===== src/rtl/demux8_stage.sv =====
// demux8_stage: registered 1-to-8 demultiplexer with valid/ready handshake.
// A single-entry buffer holds one word and its destination select; the word is
// offered on exactly one channel and released when that channel accepts.
//
// state    | meaning
// ---------+----------------------------------------------------------
// ST_EMPTY | nothing held, valid_o = 0, ready to accept
// ST_FULL  | r_data/r_sel held, valid_o = 1 << r_sel until delivered
module demux8_stage #(
    parameter int DATA_WIDTH  = 32,
    parameter int SELECT_SIZE = 3
) (
    input  logic                   clk_i,
    input  logic                   reset_i,
    input  logic [SELECT_SIZE-1:0] select_i,
    input  logic [DATA_WIDTH-1:0]  data_i,
    input  logic                   valid_i,
    output logic                   ready_o,
    output logic [DATA_WIDTH-1:0]  data_o,
    output logic [7:0]             valid_o,
    input  logic [7:0]             ready_i,
    input  logic                   flush_i,
    output logic                   dropped_o,
    output logic [15:0]            xfer_count_o
);

    localparam logic [0:0] ST_EMPTY = 1'b0;
    localparam logic [0:0] ST_FULL  = 1'b1;

    logic [0:0]             r_state;
    logic [DATA_WIDTH-1:0]  r_data;
    logic [SELECT_SIZE-1:0] r_sel;
    logic [15:0]            r_count;
    logic                   r_dropped;

    logic                   w_full;
    logic                   w_deliver;
    logic                   w_accept;
    logic                   w_drop;

    // Handshake decode; ready is forced low while reset is held so nothing is
    // accepted into a buffer that is being cleared.
    always_comb begin
        w_full    = (r_state == ST_FULL);
        w_deliver = w_full & ready_i[r_sel];
        ready_o   = reset_i & ~flush_i & (~w_full | w_deliver);
        w_accept  = valid_i & ready_o;
        w_drop    = w_full & ~w_deliver & flush_i;
    end

    // One-hot channel valid, suppressed during reset; data is shared by all channels.
    always_comb begin
        valid_o = 8'h00;
        if (reset_i && w_full) begin
            valid_o = 8'(1) << r_sel;
        end
        data_o       = r_data;
        dropped_o    = r_dropped;
        xfer_count_o = r_count;
    end

    // Buffer state machine: delivery takes priority over flush, and a new word
    // may enter on the same edge the held one leaves.
    always_ff @(posedge clk_i) begin
        if (!reset_i) begin
            r_state   <= ST_EMPTY;
            r_data    <= '0;
            r_sel     <= '0;
            r_count   <= 16'h0000;
            r_dropped <= 1'b0;
        end else begin
            r_dropped <= w_drop;
            if (w_deliver) begin
                r_count <= r_count + 16'h0001;
            end
            if (w_accept) begin
                r_data <= data_i;
                r_sel  <= select_i;
            end
            case (r_state)
                ST_EMPTY: begin
                    if (w_accept) begin
                        r_state <= ST_FULL;
                    end
                end
                ST_FULL: begin
                    if (w_deliver && !w_accept) begin
                        r_state <= ST_EMPTY;
                    end else if (w_drop) begin
                        r_state <= ST_EMPTY;
                    end
                end
                default: r_state <= ST_EMPTY;
            endcase
        end
    end

endmodule


===== config.mk =====
export PLATFORM = sky130hd
export DESIGN_NAME = demux8_stage
export DESIGN_NICKNAME = d
export VERILOG_FILES = /design/src/rtl/demux8_stage.sv
export SDC_FILE = /design/constraint.sdc
export NUM_CORES = 1
export LEC_CHECK = 0
export CAP_MARGIN = 20
export CORE_UTILIZATION = 38
export CTS_BUF_LIST = sky130_fd_sc_hd__clkbuf_8
export DETAILED_ROUTE_END_ITERATION = 10
export PLACE_DENSITY_LB_ADDON = 0.05
export RECOVER_POWER = 50
export SLEW_MARGIN = 20
export SYNTH_ARGS = -nofsm -noshare
export SYNTH_HDL_FRONTEND = slang
export SYNTH_SLANG_ARGS = --single-unit

===== constraint.sdc =====
create_clock -name clk_i -period 1.9 [get_ports clk_i]
set_clock_uncertainty 0.15 [all_clocks]
set_input_delay 0.38 -clock clk_i [delete_from_list [all_inputs] [get_ports clk_i]]
set_output_delay 0.38 -clock clk_i [all_outputs]
set_load 0.005 [all_outputs]

==> flow_summary.ini <==
[final_layout]
utilization = 0.816
drive_gt1_frac = 0.396
nFillCells = 373
stdcell_count = 509
fin_nets = 485
area_growth_pct = 103
antenna_cells = 0

[synthesis]
yosysSeqAreaShare = 0.471
synth-simple-area-share = 0.288
synth_compound_area_frac = 0.145
syn-instance-count = 283
synth_xor_xnor_area_share = 0.00778
synth_area_leader_cell = dfxtp_1
synth_area_leaders = dfxtp_1 47%, nand3_1 9.1%, o21ai_0 8.7%
avgSynthCellArea_um2 = 7.95
yosys.area.top_type_share = 0.471
synth_area_mm2 = 0.00225
synth_fa_ha_area_frac = 0.00556
synth_mux_area_frac = 0.0328
synthDistinctLibCells = 30
synth_top_family_by_area = simple AND/OR/NAND/NOR gates
yosysWarningCount = 0
syn_nets = 331
synth_seq_cells = 53

[power_and_ir_drop]
internal_power_w = 0.00176
p_sw_w = 0.000627
power.share.clock = 0.278
swShare = 0.262
irDropWorstVdd_v = 0.000420
p_leak_nw = 1.76
powerDensity_mw_per_mm2 = 522
pwr-share-seq = 0.495
p_comb_frac = 0.227

[clocking]
cts_made_buffers = 5
cts_tree = done
htreeDepth = 2
cts-root-buf = clkbuf_8
clk_latency_ns = 0.32
cts_hold_buf = 0
clk_path_buf_depth = 2
clkSinkCount = 53
cts.clk_slew.worst_paths_ns = 0.09

[grt]
antenna_found_initial = 0
grt_pass1_vias = 2669
grt_overflow_total = 0
grt_usage = 0.278
grt_max_degree = 26
grt_pass1_wl_mm = 13.3

[worst_setup_path]
end_kind = primary output
cp_data_arrival_time_ns = 1.70
worstReg2RegStart = r_sel[1]
cp_max_fo = 4
timing.rr.end = data_o[28]
reg2reg_slack_ns = -0.32
start_kind = register
rr_worst_depth = 9
criticalPathCategory = reg2out
critPathRequiredTime_ns = 1.37

[placed_design]
portBuffers = 104
gp_congestion = 0.766
place_ws_ns = -0.810
dp.cells = 471
dp_hpwl_mm = 4.66

[floorplan]
chipWidth_um = 79.0
core-area_mm2 = 0.00561
die_h_um = 79.0
rows = 27
dieArea_mm2 = 0.00624
ios = 105
start_util = 0.401

[flow_run]
max_cap_viol_count = 0

[routing]
detail-route-antenna-nets = 0
drt_first_pass_iters = 4
drt_wl_total_mm = 9.20
viasPerCell = 5.44
drc = 0
detail_route.wl_per_cell_um = 18.1
vias = 2767
drt_iter0_markers = 148

[timing]
tightest_slew_ns = 0.411
layout_setup_ws_ns = -0.325
post-route-period-util = 1.17
fin_crit_ns = 2.23
finalHoldViolations = 0
max_slew_margin = 0.724
slew_violations = 0
fmax_mhz = 449
setup_viol = 54
grt_setup_unrepaired = true
whs_ns = 0.323

[hold_path]
hp-start = data_o[13]
hold_path_depth = 2
hp-class = reg2reg
min_to = data_o[13]

[status]
status = complete, but fails checks
violations = negative setup slack
[flip-flops by register name (all words and copies together) (netlist names)]
name,cells
data_o,32
xfer_count_o,16
r_sel,3
dropped_o,1
r_state,1
[cell families (layout without fill, tap and decap cells)]
family | Yosys count | after routing
AND/OR/NAND/NOR | 134 | 134
adder cells (fa/ha/maj) | 1 | 1
buffers and inverters | 27 | 181
XOR/XNOR | 2 | 2
flip-flops | 53 | 53
AO/OA/AOI/OAI | 59 | 59
multiplexers | 7 | 7
[worst max path at each step]
stage / startpoint / endpoint / slack (ns)
after floorplan: r_sel[1] / xfer_count_o[15] / -0.07
after global placement: ready_i[0] / ready_o / -0.78
after detailed placement: ready_i[2] / ready_o / -0.81
after CTS: r_sel[1] / ready_o / -0.28
after global routing: r_sel[0] / xfer_count_o[5] / -0.38
final: r_sel[1] / ready_o / -0.33
[cell type report]
type | count | area (um^2) | area share
Clock buffer | 6 | 82.6 | 0.0180
Multi-Input combinational cell | 203 | 1540 | 0.336
Tap cell | 72 | 90.1 | 0.0197
Clock inverter | 1 | 7.51 | 0.00164
Sequential cell | 53 | 1070 | 0.234
Inverter | 7 | 26.3 | 0.00574
Timing Repair Buffer | 167 | 1760 | 0.385
[metal layers]
metal	track usage	routed length (um)	vias up	part of all wire
met5	0	0	-	0
met4	0.109	306	0	0.033
met3	0.0655	482	28	0.052
met2	0.478	4790	94	0.52
met1	0.331	3620	1345	0.39
li1	-	-	1300	-
[critical path: stages (launching register included)]
cell	delay, ns
dfxtp_4	0.39
mux2_4	0.34
nor3_4	0.25
o31ai_4	0.10
nor3b_2	0.16
buf_2	0.13
[cell usage after synthesis]
cell / count
or4_1: 3
mux2_2: 3
nand4_1: 7
a31o_2: 1
dfxtp_1: 53
buf_6: 1
nand2b_1: 4
or2b_1: 1
buf_2: 2
ha_1: 1
clkbuf_1: 17
nand3b_1: 2
nand2_1: 47
nor4_2: 1
a21oi_1: 10
o22ai_2: 1
nor3_1: 7
xnor2_1: 2
o21ai_0: 39
nor2b_1: 1
inv_1: 7
nor2_1: 11
nor4_1: 1
or3_1: 5
nor3b_1: 1
a211oi_1: 2
nand3_1: 41
and2_1: 2
mux2i_1: 4
o31ai_1: 6
[cell usage in the layout (no fill, tap or decap), types with 3 or more instances in the layout]
master and instances:
mux2i_1 4, buf_16 6, o31ai_4 3, buf_8 3, clkbuf_8 6, nand4_1 7
nor3_4 3, buf_12 5, or3_4 3, nand3_1 20, o21ai_2 35, buf_2 7
dlymetal6s2s_1 3, nor2_1 8, nand2b_1 3, buf_4 33, inv_1 7, dlygate4sd2_1 5
buf_6 14, nand2_1 46, a21oi_1 6, or4_1 3, dfxtp_1 49, mux2_4 3
nand3_2 21, a21oi_2 4, clkdlybuf4s50_1 86
[power groups by stage]
stage	Sequential, W	Clock [W]	Combinational (W)
4_1_cts	0.00118	0.000675	0.000481
3_3_place_gp	0.00120	0	0.000352
6_report	0.00118	0.000665	0.000544
3_5_place_dp	0.00120	0	0.000355
2_1_floorplan	0.00121	0	0.000111
5_1_grt	0.00119	0.000722	0.000574
[what timing repair did]
item / in CTS / in global routing
hold endpoints to repair: 0 / 0
setup buffers: 21 / 9
endpoints found under the setup margin: 61 / 61
pin swaps: 33 / 34
gates resized for setup: 120 / 91
gates cloned: 9 / 2
[per-stage QoR]
step | TNS, ns | instance area (um^2) | total power [W]
final | -11.85 | 4580 | 0.00239
after global routing | -14.47 | 4580 | 0.00248
after CTS | -7.28 | 4280 | 0.00234
after detailed placement | -34.62 | 3600 | 0.00156
after global placement | -33.38 | 3600 | 0.00156
after floorplan | -0.252 | 2290 | 0.00132
No activity file was read; power rests on OpenSTA's default activity.
